===== src/rtl/psg_pkg.sv =====
// Shared definitions for the SN76489-style PSG.
// Noise rate encoding, divider reloads, LFSR seed/taps, control fields.
package psg_pkg;

  typedef enum logic [1:0] {
    NOISE_RATE_16    = 2'b00,
    NOISE_RATE_32    = 2'b01,
    NOISE_RATE_64    = 2'b10,
    NOISE_RATE_TONE3 = 2'b11
  } noise_rate_e;

  localparam int NOISE_BITS = 15;
  localparam int NOISE_CW   = 7;

  localparam logic [NOISE_BITS-1:0] NOISE_SEED = 15'h4000;
  localparam logic [NOISE_BITS-1:0] NOISE_TAPS = 15'h0003;

  localparam logic [NOISE_CW-1:0] NOISE_RELOAD_16 = 7'd16;
  localparam logic [NOISE_CW-1:0] NOISE_RELOAD_32 = 7'd32;
  localparam logic [NOISE_CW-1:0] NOISE_RELOAD_64 = 7'd64;

  localparam int CTRL_FB_BIT   = 2;
  localparam int CTRL_RATE_MSB = 1;
  localparam int CTRL_RATE_LSB = 0;

  // Half-period in stb ticks; the tone3 setting keeps the
  // counter running at the fastest rate, its output unused.
  function automatic logic [NOISE_CW-1:0] noise_reload(
    input noise_rate_e rate
  );
    logic [NOISE_CW-1:0] r;
    r = NOISE_RELOAD_16;
    unique case (rate)
      NOISE_RATE_16:    r = NOISE_RELOAD_16;
      NOISE_RATE_32:    r = NOISE_RELOAD_32;
      NOISE_RATE_64:    r = NOISE_RELOAD_64;
      NOISE_RATE_TONE3: r = NOISE_RELOAD_16;
    endcase
    return r;
  endfunction

endpackage


===== src/rtl/noise_rate_divider.sv =====
// Down-counter with half-period toggle; emits a one-cycle pulse
// on each stb where the toggle goes from 0 to 1.
module noise_rate_divider #(
  parameter int CW = 7
) (
  input  logic          clk,
  input  logic          rst_n,
  input  logic          i_stb,
  input  logic [CW-1:0] i_reload,
  output logic          o_toggle,
  output logic          o_rise
);

  logic [CW-1:0] r_count;
  logic          r_toggle;
  logic          w_expire;

  assign w_expire = (r_count <= CW'(1));
  assign o_toggle = r_toggle;
  assign o_rise   = i_stb & w_expire & ~r_toggle;

  // Count down on stb; reload and flip the toggle on expiry.
  always_ff @(posedge clk or negedge rst_n) begin
    if (!rst_n) begin
      r_count  <= '0;
      r_toggle <= 1'b0;
    end else if (i_stb) begin
      if (w_expire) begin
        r_count  <= i_reload;
        r_toggle <= ~r_toggle;
      end else begin
        r_count  <= r_count - CW'(1);
      end
    end
  end

endmodule


===== src/rtl/noise_generator.sv =====
// PSG noise channel: rate divider, tone3 edge detect and LFSR.
// Output is the LFSR low bit, straight from a register.
module noise_generator
  import psg_pkg::*;
#(
  parameter int                   LFSR_BITS = NOISE_BITS,
  parameter logic [LFSR_BITS-1:0] TAPS      = NOISE_TAPS,
  parameter logic [LFSR_BITS-1:0] SEED      = NOISE_SEED
) (
  input  logic       clk,
  input  logic       rst_n,
  input  logic       stb,
  input  logic [2:0] control,
  input  logic       reset_lfsr,
  input  logic       tone3,
  output logic       out
);

  noise_rate_e           w_rate;
  logic                  w_white;
  logic [NOISE_CW-1:0]   w_reload;
  logic                  w_div_rise;
  logic                  w_div_toggle;
  logic                  w_tone3_rise;
  logic                  w_shift;
  logic                  w_fb;
  logic [LFSR_BITS-1:0]  r_lfsr;
  logic                  r_tone3_q;

  assign w_rate   = noise_rate_e'(control[CTRL_RATE_MSB:CTRL_RATE_LSB]);
  assign w_white  = control[CTRL_FB_BIT];
  assign w_reload = noise_reload(w_rate);

  noise_rate_divider #(
    .CW (NOISE_CW)
  ) u_div (
    .clk      (clk),
    .rst_n    (rst_n),
    .i_stb    (stb),
    .i_reload (w_reload),
    .o_toggle (w_div_toggle),
    .o_rise   (w_div_rise)
  );

  assign w_tone3_rise = stb & tone3 & ~r_tone3_q;

  // Pick the shift source: divider rise or tone3 rising edge.
  always_comb begin
    w_shift = w_div_rise;
    if (w_rate == NOISE_RATE_TONE3) begin
      w_shift = w_tone3_rise;
    end
  end

  // White noise XORs the tapped bits; periodic recirculates bit 0.
  always_comb begin
    w_fb = r_lfsr[0];
    if (w_white) begin
      w_fb = ^(r_lfsr & TAPS);
    end
  end

  // Tone3 sample for edge detection, advanced on stb only.
  always_ff @(posedge clk or negedge rst_n) begin
    if (!rst_n) begin
      r_tone3_q <= 1'b0;
    end else if (stb) begin
      r_tone3_q <= tone3;
    end
  end

  // LFSR: reseed on register write wins over a coincident shift.
  always_ff @(posedge clk or negedge rst_n) begin
    if (!rst_n) begin
      r_lfsr <= SEED;
    end else if (reset_lfsr) begin
      r_lfsr <= SEED;
    end else if (w_shift) begin
      r_lfsr <= {w_fb, r_lfsr[LFSR_BITS-1:1]};
    end
  end

  assign out = r_lfsr[0];

endmodule


===== config.mk =====
export PLATFORM = sky130hd
export DESIGN_NAME = noise_generator
export DESIGN_NICKNAME = d
export VERILOG_FILES = /design/src/rtl/psg_pkg.sv /design/src/rtl/noise_rate_divider.sv /design/src/rtl/noise_generator.sv
export SDC_FILE = /design/constraint.sdc
export NUM_CORES = 1
export LEC_CHECK = 0
export CORE_MARGIN = 5
export CORE_UTILIZATION = 60
export DETAILED_ROUTE_END_ITERATION = 8
export PLACE_DENSITY = 0.81
export SLEW_MARGIN = 20
export SYNTH_ARGS = -nofsm -noshare
export SYNTH_HDL_FRONTEND = slang
export SYNTH_SLANG_ARGS = --single-unit

===== constraint.sdc =====
create_clock -name clk -period 4.3 [get_ports clk]
set_input_delay 0.86 -clock clk [delete_from_list [all_inputs] [get_ports clk]]
set_output_delay 0.86 -clock clk [all_outputs]
set_load 0.05 [all_outputs]

=== Word-level counts from Yosys, hierarchy flattened ===
Index checks and enable logic that the tools add are counted.

* Flip-flop bits (word level): 24
* Bits of input ports: 8
* Output and inout port bits: 1
* Logic and storage cells: 26

* Add/sub/neg operators: 1
* Order comparisons: 1
* Equality and inequality tests: 3
* Muxes and demuxes: 6
* Bitwise gates (word level): 6
* Reductions and logical operators: 5

{| class="wikitable"
|+ Operators with widths
! operator !! count
|-
| two-way mux 15 bit || 2
|-
| one-hot mux 7 bit (3 select lines) || 1
|-
| parity 15 bit || 1
|-
| less-or-equal comparator 7 x 1 -> 1 bit, second input constant || 1
|-
| two-way mux 7 bit || 1
|-
| subtractor 7 x 1 -> 7 bit, second input constant || 1
|-
| bitwise AND 1 bit || 4
|-
| == test 2 bit, second input constant || 2
|-
| == test 2 x 1 -> 1 bit, second input constant || 1
|-
| logical NOT 2 bit || 1
|-
| two-way mux 1 bit || 2
|-
| inverter 1 bit || 2
|-
| AND reduction 2 bit || 1
|-
| nonzero test 2 bit || 1
|-
| OR reduction 2 bit || 1
|}

=== Depth between registers and ports, before layout ===
Gate-level depths: netlist of run 1.

* Depth in word-level cells: 6
* Gate-level depth with buffers: 7
* Gate-level depth less buffers: 6

=== Cells and area by module ===
A second synthesis of run 1 with hierarchy kept.

* Cell total of the unflattened synthesis: 114
* Area, all modules: 1335.0 um^2

{| class="wikitable"
|+ Modules (own cells, without submodules)
! module !! times used !! cells each !! area an instance (um^2) !! sequential area each (um^2)
|-
| noise_generator || 1 || 60 || 837.1 || 401.6
|-
| noise_rate_divider || 1 || 54 || 498.0 || 200.2
|}

=== Worst setup path before layout of run 1 ===
Ideal clock, no wire load.

* Kind: in2reg
* From: in stb
* To: reg r_lfsr[0]
* Library setup time: 67 ps
* Arrival time: 2111 ps
* Data required time: 4233 ps
* Path slack: 2122 ps
* Stages on the path: 5
* Buffers on the path: 1
* Cell sequence: or3b_4 > or4_4 > o22ai_4 > buf_6 > a22o_1

* Longest elaborated chain between the ends: 4
* Elaborated cells on any way between the ends: 6
* Classes of those cells: mux: 1; bitwise: 4; reduce/logical: 1

{| class="wikitable"
|+ RTL lines
! item !! line !! text
|-
| start, declared || noise_generator.sv:12 || <nowiki>input logic stb,</nowiki>
|-
| bitwise AND 1 bit, on equally long branches (2 in a row) || noise_rate_divider.sv:20, noise_generator.sv:45 ||
|-
| two-way mux 1 bit (*) || noise_generator.sv:50 || <nowiki>if (w_rate == NOISE_RATE_TONE3) begin</nowiki>
|-
| nonzero test 2 bit (no line) (*) || n/a ||
|-
| end signal, assigned || noise_generator.sv:79 || <nowiki>r_lfsr <= {w_fb, r_lfsr[LFSR_BITS-1:1]};</nowiki>
|-
| end, declared || noise_generator.sv:27 || <nowiki>logic [LFSR_BITS-1:0] r_lfsr;</nowiki>
|}

Mark *: on every way between the ends. The rest lies on a longest branch, timed or not.
A chain may end at the register's enable or synchronous reset.

=== Worst setup path after layout of run 1 ===
Ends and elaborated chain as after synthesis.

==> results_dict.tcl, run 1 <==
set metrics [dict create \
    grt_max_degree 25 \
    finalPower_uw 575.3 \
    post-route-min-period_ps 2743 \
    critPathCaptureType "register" \
    slew-limit-headroom_pct 65.73 \
    p_per_area_nw_per_um2 453.4 \
    irDropWorstVdd_v 0.0002708 \
    io_pins 9 \
    path_class "in -> reg" \
    swShare_pct 33.34 \
    die_w_um 53.71 \
    synth.avg_cell_area_um2 11.82 \
    wl_per_cell_um 14.73 \
    r2r-end "r_lfsr[5]$_DFFE_PN0P_" \
    clockBufferDepth 2 \
    r2r-start "u_div.r_count[1]$_DFFE_PN0P_" \
    crit_fanout 14 \
    status "completed" \
    final_util_pct 71.91 \
    initial_utilization_pct 64.96 \
    dp.cells 127 \
    synthTopCellsByCount "23 x dfrtp_1, 15 x a22o_1, 7 x inv_1" \
    synth_cell_types 33 \
    finalSetupTns_ps 0 \
    synthCells 97 \
    synth_fp_nets 110 \
    vias 768 \
    finalNetCount 120 \
    viasPerCell 5.863 \
    die_h_um 53.71 \
    post_cts_resized 0 \
    cts.htree.levels 1 \
    min-delay-path-class "in -> async" \
    antenna_cells 0 \
    p_comb_share_pct 26.2 \
    grt_usage_pct 17.32 \
    rsz0062_at_grt "false" \
    fin_ws_ps 1557 \
    worstRegToRegCells 6 \
    cts_tree "yes" \
    p_sw_uw 191.8 \
    clk_pin_slew_worst_paths_ps 120 \
    grt_pass1_vias 770 \
    synth_top_cell_by_area "dfrtp_1" \
    p_int_uw 383.5 \
    ys_warn_count 0 \
    worst_slew_pin_slew_ps 514.1 \
    yosysMostFrequentCell "dfrtp_1" \
    setup_violations 0 \
    mappedNetlistArea_um2 1146 \
    r2r_slack_ps 2170 \
    core_area_um2 1764 \
    pwr-share-seq_pct 53.7 \
    area_growth_pct 10.70 \
    final_max_slew_viol_count 0 \
    cp.required_ps 4560 \
    yosys_register_bits 24 \
    finalHoldViolCount 0 \
    fmax_ghz 0.3646 \
    dp_slack_ps 1220 \
    power.leakage_uw 0.0005829 \
    cts-root-buf "clkbuf_4" \
    gp_congestion 0.8239 \
    synth-async-reset-ratio_pct 100.0 \
    hpwl_mm 1.385 \
    finalNonFillerCells 131 \
    cp_data_arrival_time_ps 3000 \
    grt_pass1_wl_mm 3.553 \
    die_area_um2 2884 \
    synthTopCellsByArea "dfrtp_1 50%, a22o_1 11%, ha_1 5.5%" \
    cap_violations 0 \
    grt_antenna_before_repair 0 \
    rows 15 \
    cts_sinks 24 \
    drt_iter0_markers 13 \
    port_buffers 8 \
    drt_pass1_iterations 4 \
    drt_wl_total_mm 1.929 \
    synth_edf_count 0 \
    drc 0 \
    period_share_pct 63.79 \
    skew_ps 4.175 \
    clockPowerShare_pct 20.1 \
    clk_latency_ps 310 \
    cts_buffers 3 \
    ant_nets 0 \
    cts_hold_buffers 0 \
    drive_above_1_share_pct 10.38 \
    synth-seq-area-share_pct 52.51 \
    gr-total-overflow 0 \
    post_cts_buffers 0 \
    synth.top_cell.area_share_pct 50.22 \
    synth_flop_cell "dfrtp_1" \
    start_kind "primary input" \
]
how the worst max path moves through the flow:
| stage | startpoint | end | slack, ps |
|---|---|---|---|
| after floorplan | stb | r_lfsr[0]$_DFFE_PN0P_ | 2120 |
| after global placement | stb | r_lfsr[1]$_DFFE_PN0P_ | 1280 |
| after global routing | stb | r_lfsr[0]$_DFFE_PN0P_ | 1460 |
| after CTS | stb | r_lfsr[5]$_DFFE_PN0P_ | 1570 |
| after detailed placement | stb | r_lfsr[5]$_DFFE_PN0P_ | 1220 |
| final | stb | r_lfsr[0]$_DFFE_PN0P_ | 1560 |
flip-flops by register name, indices dropped and copies added (netlist names):
| signal | cells |
|---|---|
| u_div.r_count | 7 |
| r_lfsr | 15 |
| r_tone3_q | 1 |
| u_div.o_toggle | 1 |
per-layer routing:
metal | up-vias | part of all wire [%] | track usage, %
met5 | - | 0 | 0
met3 | 2 | 3.6 | 4.986
met1 | 373 | 50 | 24.69
met4 | 0 | 0.73 | 2.553
met2 | 18 | 45 | 26.61
li1 | 375 | - | -
through the flow:
step                cell area, um2  hold WS, ps
floorplan                     1146        466.2
global placement              1237        483.6
detailed placement            1237        489.9
CTS                           1274        517.1
global route                  1269        534.6
finish                        1269        502.9
cells by family after synthesis:
logic type,Yosys count,share of synthesized area (%)
xor+xnor,2,1.529
mux,4,3.603
compound gates,28,20.31
flops,24,52.51
simple gates,24,12.55
fa+ha+maj,5,5.459
buf+inv,10,4.039
layout make-up:
class                   instances  area (um2)
clock buffers                   4       36.28
multi-input cells              63       498.0
flip-flops and latches         24       601.8
inverters                       7       26.28
well taps                      25       31.28
repair buffers                  8       75.07
fillers                       132       495.5
worst max-delay path: stages:
cell and delay [ps]:
clkdlybuf4s50_1 700, or3b_4 460, or4_4 440, o22ai_4 340
a22o_1 200
power by group through the flow:
stage | sequential, uW | clock, uW | combinational (uW)
final | 309 | 115 | 151
after global routing | 315 | 130 | 171
after CTS | 309 | 119 | 151
after detailed placement | 311 | 0 | 150
after global placement | 308 | 0 | 145
after floorplan | 299 | 0 | 117
cells in the final DEF, fill, tap and decap left out, drive strengths merged, types with 2 or more instances in the layout:
master         instances
nor2                   4
nand2b                 2
a22o                  15
clkbuf                 4
inv                    7
nor3                   2
o21ai                  5
clkdlybuf4s50          7
mux2i                  3
nor4b                  2
nand2                  5
o22ai                  2
nand3                  3
ha                     5
dfrtp                 23
nor2b                  2
Note: power is estimated with default switching activity, not from simulation.
==> run 2, diff against run 1 <==
- CORE_UTILIZATION: 60 -> 50
- PLACE_DENSITY: 0.81 -> 0.72
- clock period: 4.3 -> 2.5 ns (I/O delays scaled with it)
==> results_dict.tcl, run 2 (same netlist as run 1, synthesis figures left out) <==
set metrics [dict create \
    critPathCaptureType "register" \
    vias 805 \
    final_common_cell "dfrtp_1" \
    cts_hold_buffers 0 \
    cts_tree "yes" \
    area_growth_pct 14.08 \
    grt_antenna_before_repair 0 \
    postLayoutCellArea_um2 1308 \
    core_area_um2 2191 \
    min-delay-path-class "reg -> reg" \
    post_cts_buffers 0 \
    drt_wl_total_mm 2.061 \
    die_w_um 57.88 \
    die_h_um 57.88 \
    gp_congestion 0.7360 \
    rows 17 \
    largest_reg_flops 15 \
    finalPower_uw 998.3 \
    final_cell_mix "23 x dfrtp_1, 15 x a22o_1, 8 x clkdlybuf4s50_1" \
    crit_fanout 14 \
    grt_usage_pct 13.34 \
    slew-limit-headroom_pct 64.74 \
    cap_violations 0 \
    clk_pin_slew_worst_paths_ps 130 \
    drive_above_1_share_pct 12.73 \
    power.leakage_uw 0.0006009 \
    p_per_area_nw_per_um2 763.6 \
    post-route-min-period_ps 2142 \
    irDropWorstVdd_v 0.0004858 \
    clk_latency_ps 310 \
    rsz0062_at_grt "false" \
    die_area_um2 3350 \
    io_pins 9 \
    grt_pass1_vias 761 \
    start_kind "primary input" \
    top_register "r_lfsr" \
    cp.required_ps 2750 \
    finalSetupTns_ps 0 \
    top_regs "r_lfsr (15), u_div.r_count (7)" \
    gr-total-overflow 0 \
    initial_utilization_pct 52.31 \
    drc 0 \
    status "completed" \
    worst_slew_pin_slew_ps 528.9 \
    final_max_slew_viol_count 0 \
    wl_per_cell_um 14.93 \
    fmax_ghz 0.4669 \
    skew_ps 0.8241 \
    grt_max_degree 25 \
    cts-root-buf "clkbuf_4" \
    drt_iter0_markers 29 \
    path_class "in -> reg" \
    post_cts_resized 0 \
    viasPerCell 5.833 \
    cts_sinks 24 \
    drt_pass1_iterations 5 \
    port_buffers 8 \
    ant_nets 0 \
    hpwl_mm 1.456 \
    cts.htree.levels 1 \
    nFillCells 181 \
    grt_pass1_wl_mm 3.498 \
    finalNetCount 124 \
    period_share_pct 85.67 \
    setup_violations 0 \
    place_area_um2 1271 \
    cp_data_arrival_time_ps 2400 \
    antenna_cells 0 \
    finalHoldViolCount 0 \
    clockBufferDepth 2 \
    cts_buffers 3 \
]
## run 2: path summary, 6_finish.rpt
check / slack [ps] / endpoint / startpoint / cells after the start
max: 360 / r_lfsr[11]$_DFFE_PN0P_ / stb / 5
min: 510 / r_lfsr[4]$_DFFE_PN0P_ / r_lfsr[5]$_DFFE_PN0P_ / 1
max reg2reg: 490 / r_lfsr[11]$_DFFE_PN0P_ / u_div.r_count[1]$_DFFE_PN0P_ / 6
min reg2reg: 510 / r_lfsr[4]$_DFFE_PN0P_ / r_lfsr[5]$_DFFE_PN0P_ / 1
max in group asynchronous: 1690 / r_lfsr[14]$_DFFE_PN1P_ / rst_n / 2
min in group asynchronous: 530 / r_lfsr[12]$_DFFE_PN0P_ / rst_n / 2
## run 2: cell type report
cell class	instances	area, um2	area share, %
Sequential cell	24	601.8	46.03
Multi-Input combinational cell	63	498.0	38.09
Timing Repair Buffer	12	110.1	8.421
Clock buffer	4	36.28	2.775
Tap cell	28	35.03	2.679
Inverter	7	26.28	2.010
## run 2: critical path: stages
cell and delay (ps):
clkdlybuf4s50_1 480, or3b_4 410, or4_4 440, o22ai_4 350
a22o_1 210
## run 2: power breakdown
part | total, uW | internal, uW | switching, uW | leakage, uW
combinational | 270 | 128 | 141 | 0.000266
clock | 203 | 88.9 | 114 | 0.0000210
sequential | 526 | 452 | 73.9 | 0.000314
total | 998 | 670 | 329 | 0.000601
## run 2: through the flow
stage	hold slack, ps	setup WS, ps	std cells	utilization (%)
final	509.4	358.2	138	59.68
after global routing	521.2	311.8	138	59.68
after CTS	511.4	373.3	138	59.68
after detailed placement	478.9	48.34	134	58.02
after global placement	478.7	94.77	134	58.02
after floorplan	204.4	588.7	97	-
## run 2: layer usage
layer  track usage (%)  wire (um)  up-vias
met5                 0          0        -
met4             4.967         14        0
met3             2.227        104        2
met2             19.68        918       22
met1             19.53       1022      399
li1                  -          -      382
==> run 3, diff against run 2 <==
- CORE_UTILIZATION: 50 -> 54
- CTS_CLUSTER_DIAMETER: unset -> 120
- DONT_BUFFER_PORTS: unset -> 1
- PLACE_DENSITY: 0.72 -> 0.71
==> results_dict.tcl, run 3 (same netlist as run 1, synthesis figures left out) <==
set metrics [dict create \
    status "completed" \
    wl_met3_um 60 \
    rsz0062_at_grt "false" \
    regArea_um2 601.8 \
    min-delay-path-class "in -> async" \
    finalHoldViolCount 0 \
    place_area_um2 1160 \
    crit_fanout 14 \
    wl_met2_um 829 \
    power.leakage_uw 0.0005630 \
    path_cells "inv_1 -> ha_1 -> o21bai_1 -> nand2_1 -> o41a_1 -> a22o_1" \
    fmax_ghz 0.4746 \
    die_area_um2 3144 \
    p_per_area_nw_per_um2 856.6 \
    clockBufferDepth 2 \
    slowest_delay_ps 610 \
    r2r_slack_ps 390 \
    core_area_um2 2002 \
    io_pins 9 \
    grt_pass1_wl_mm 3.491 \
    post_cts_resized 0 \
    top_regs "r_lfsr (15), u_div.r_count (7)" \
    cts.htree.levels 1 \
    drive_above_1_share_pct 11.11 \
    fin_ws_ps 392.9 \
    gp_congestion 0.8194 \
    nFillCells 169 \
    rows 16 \
    port_buffers 0 \
    finalSetupTns_ps 0 \
    drc 0 \
    clk_pin_slew_worst_paths_ps 130 \
    grt_max_degree 25 \
    wl_per_cell_um 14.86 \
    dp_slack_ps 426.5 \
    worst_path_dominant_cell_family "compound AO/OA/AOI/OAI gates" \
    r2r-start "u_div.r_count[1]$_DFFE_PN0P_" \
    largest_reg_flops 15 \
    finalNetCount 113 \
    cp_slowest_cell "o41a_1" \
    skew_ps 1.034 \
    cts_sinks 24 \
    cp.required_ps 2710 \
    path_class "reg -> reg" \
    setup_violations 0 \
    highest_layer "met4" \
    r2r-end "r_lfsr[8]$_DFFE_PN0P_" \
    irDropWorstVdd_v 0.0004733 \
    worst_slew_pin_slew_ps 521.2 \
    critPathCaptureType "register" \
    start_kind "register" \
    clk_latency_ps 310 \
    worst-path-buf-inv 1 \
    cts_tree "yes" \
    viasPerCell 5.754 \
    post-route-min-period_ps 2107 \
    multi_input_area_um2 498.0 \
    die_w_um 56.07 \
    area_growth_pct 6.223 \
    grt_usage_pct 13.71 \
    cts-root-buf "clkbuf_4" \
    worstRegToRegCells 6 \
    top_register "r_lfsr" \
    die_h_um 56.07 \
    slew-limit-headroom_pct 65.25 \
    cts_buffers 3 \
    final_common_cell "dfrtp_1" \
    drt_pass1_iterations 4 \
    wl_met1_um 949 \
    initial_utilization_pct 57.25 \
    vias 725 \
    grt_pass1_vias 786 \
    grt_antenna_before_repair 0 \
    final_max_slew_viol_count 0 \
    drt_wl_total_mm 1.872 \
    ant_nets 0 \
    gr-total-overflow 0 \
    cp_data_arrival_time_ps 2320 \
    final_cell_mix "23 x dfrtp_1, 15 x a22o_1, 7 x inv_1" \
    period_share_pct 84.29 \
    drt_iter0_markers 25 \
    antenna_cells 0 \
    postLayoutCellArea_um2 1217 \
    cap_violations 0 \
    hpwl_mm 1.343 \
]
[run 3: cell count changes in the layout (fill, tap and decap cells not counted), sizes merged]
cell and delta:
clkbuf -1, clkdlybuf4s50 -8, bufinv +1, buf -3
[run 3: timing repair]
action / in CTS / in global routing
setup endpoints to repair: 0 / 0
hold buffers: 1 / 0
endpoints found under the hold margin: 24 / 0
setup buffers: 0 / 0
[run 3: metrics by stage]
stage	util (%)	cells	total power, uW	hold WS [ps]
after detailed placement	57.94	121	763.8	205.1
after floorplan	-	97	714.8	204.4
final	60.81	126	1043	134.5
after CTS	61.06	126	1054	256.5
after global placement	57.94	121	756.6	204.9
after global routing	60.81	126	1117	158.6
[run 3: layer usage]
layer  vias to the layer above  global-route usage [%]
li1                        362                       -
met1                       349                   18.89
met5                         -                       0
met3                         4                   3.248
met4                         0                   6.441
met2                        10                   20.20
[run 3: worst max path at each step]
stage / from / endpoint / slack, ps / depth (start not counted)
2_1_floorplan: u_div.r_count[1]$_DFFE_PN0P_ / r_lfsr[13]$_DFFE_PN0P_ / 590 / 7
3_3_place_gp: u_div.r_count[1]$_DFFE_PN0P_ / r_lfsr[8]$_DFFE_PN0P_ / 490 / 6
3_5_place_dp: u_div.r_count[1]$_DFFE_PN0P_ / r_lfsr[13]$_DFFE_PN0P_ / 430 / 6
4_1_cts: u_div.r_count[1]$_DFFE_PN0P_ / r_lfsr[8]$_DFFE_PN0P_ / 400 / 6
5_1_grt: u_div.r_count[1]$_DFFE_PN0P_ / r_lfsr[10]$_DFFE_PN0P_ / 210 / 6
6_report: u_div.r_count[1]$_DFFE_PN0P_ / r_lfsr[8]$_DFFE_PN0P_ / 390 / 6
[run 3: layout make-up]
class	instances	share of cell area, %
Tap cell	27	2.775
Clock buffer	3	1.850
Multi-Input combinational cell	63	40.90
Inverter	7	2.158
Clock inverter	1	2.467
Sequential cell	24	49.43
Timing Repair Buffer	1	0.4111
[run 3: worst register-to-register path, cell delays in order, from the launching register on]
cell and delay, ps:
dfrtp_1 440, inv_1 110, ha_1 150, o21bai_1 150
nand2_1 240, o41a_1 610, a22o_1 310
[run 3: where the power goes]
group | internal (uW) | switching, uW
Clock | 162 | 115
Sequential | 452 | 73.1
Combinational | 111 | 130
==> RTL change, RTL diff (flow settings as in run 2) <==
The package constant `NOISE_CW` goes from 7 to 8.
--- a/src/rtl/psg_pkg.sv
+++ b/src/rtl/psg_pkg.sv
@@ -10,7 +10,7 @@
   } noise_rate_e;
 
   localparam int NOISE_BITS = 15;
-  localparam int NOISE_CW   = 7;
+  localparam int NOISE_CW   = 8;
 
   localparam logic [NOISE_BITS-1:0] NOISE_SEED = 15'h4000;
   localparam logic [NOISE_BITS-1:0] NOISE_TAPS = 15'h0003;
Behaviour: no difference found for any inputs over 10 cycles, from zero or initial values and one cycle with rst_n low; that may be too few to reach the edited logic, so the function may still have changed.
==> RTL change against run 2 <==
Via count up 3.4%; worst setup slack gained 92 ps; core utilization shrank 1.1 points; design area is 12% higher; sequential cell count is 1 higher; register-to-register slack better by 130 ps; non-clock buffer count unchanged; synthesized area grew 16%; wire length grew 6.8%; power rose by 1.9%; clock skew grew 6.6 ps; final cell count increased by 12%; critical path type is now reg -> out; largest power group unchanged; highest routed layer unchanged.
==> RTL change: results <==
group,metric,value,unit
global_routing,grt_max_degree,16,
critical_path,cpLargestDelayFamily,"buffers and inverters",
place,hpwl,1623,µm
place,placed_area,1434,µm²
pwr,cellLeakagePower,0.7157,nW
drt,wl_met1,1051,µm
cells_and_area,fillers,219,
pwr,powerDensity,695.0,nW/µm²
drt,viasPerCell,5.403,
global_routing,grt_pass1_wl,3815,µm
logic_synthesis,ys.warnings.count,0,
critical_path,crit_slowest_cell,"clkdlybuf4s50_1",
place,pre_cts_ws,189.7,ps
drt,highest_layer,"met4",
run_status,status,"completed",
logic_synthesis,yosysSeqAreaShare,47.13,%
timing,skew,7.405,ps
drt,wl_met3,39,µm
critical_path,cp_max_fo,3,
logic_synthesis,synth_commonest_cells,"dfrtp_1, nor2b_1, mux2_4, inv_1",
drt,num_vias,832,
pwr,peakVddDrop,0.5027,mV
cts,clk_root_buffer_cell,"clkbuf_4",
pwr,clockPowerShare,18.3,%
place,post-place-cells,150,
pwr,power_frac_comb,27.5,%
cells_and_area,drive_gt1_share,20.97,%
logic_synthesis,synth_area_leaders,"dfrtp_1, mux2_4, nor2b_1",
global_routing,grt_use_total,13.68,%
cells_and_area,reg_top3,"r_lfsr x15, u_div.r_count x8",
pwr,internal-power,691.7,µW
logic_synthesis,syn_nets,126,
cells_and_area,nNetsFinal,138,
critical_path,cpPeakStageDelay,820,ps
critical_path,worst_ep_arrival_time,1550,ps
drt,routed_wl,2202,µm
place,gp_congestion,0.7224,
drt,drtIter0Drc,7,
logic_synthesis,syn_inst,113,
drt,firstDrtPassIters,2,
global_routing,grt_pass1_vias,894,
timing,worst_pin_slew,526.7,ps
## RTL change: area by class of cell
type | instances | area, µm² | area share, %
clock buffer | 3 | 22.52 | 1.538
tap | 30 | 37.54 | 2.564
multi-input combinational | 75 | 629.4 | 42.99
sequential | 25 | 626.9 | 42.82
clock inverter | 1 | 7.507 | 0.5128
timing repair buffer | 12 | 110.1 | 7.521
inverter | 8 | 30.03 | 2.051
## RTL change: path summary, 6_finish.rpt
kind,start,end,slack [ps],depth (start not counted)
max,r_lfsr[0]$_DFFE_PN0P_,out,450,1
min,r_lfsr[14]$_DFFE_PN1P_,r_lfsr[14]$_DFFE_PN1P_,480,2
max reg2reg,u_div.r_count[4]$_DFFE_PN0P_,r_lfsr[1]$_DFFE_PN0P_,620,4
min reg2reg,r_lfsr[14]$_DFFE_PN1P_,r_lfsr[14]$_DFFE_PN1P_,480,2
max in group asynchronous,rst_n,u_div.r_count[6]$_DFFE_PN0P_,1390,2
min in group asynchronous,rst_n,r_lfsr[8]$_DFFE_PN0P_,500,1
## RTL change: cell families after synthesis
| logic type | count (synthesis) | share of synthesized area [%] |
|---|---|---|
| buf+inv | 13 | 5.550 |
| mux | 18 | 17.50 |
| compound gates | 12 | 6.962 |
| fa+ha+maj | 5 | 4.704 |
| simple gates | 38 | 16.84 |
| xor+xnor | 2 | 1.317 |
| flops | 25 | 47.13 |
## RTL change: metal layers
| metal | GRT usage, % | vias up |
|---|---|---|
| met1 | 16.62 | 418 |
| met4 | 5.758 | 0 |
| met3 | 2.516 | 2 |
| li1 | - | 408 |
| met5 | 0 | - |
| met2 | 23.62 | 4 |
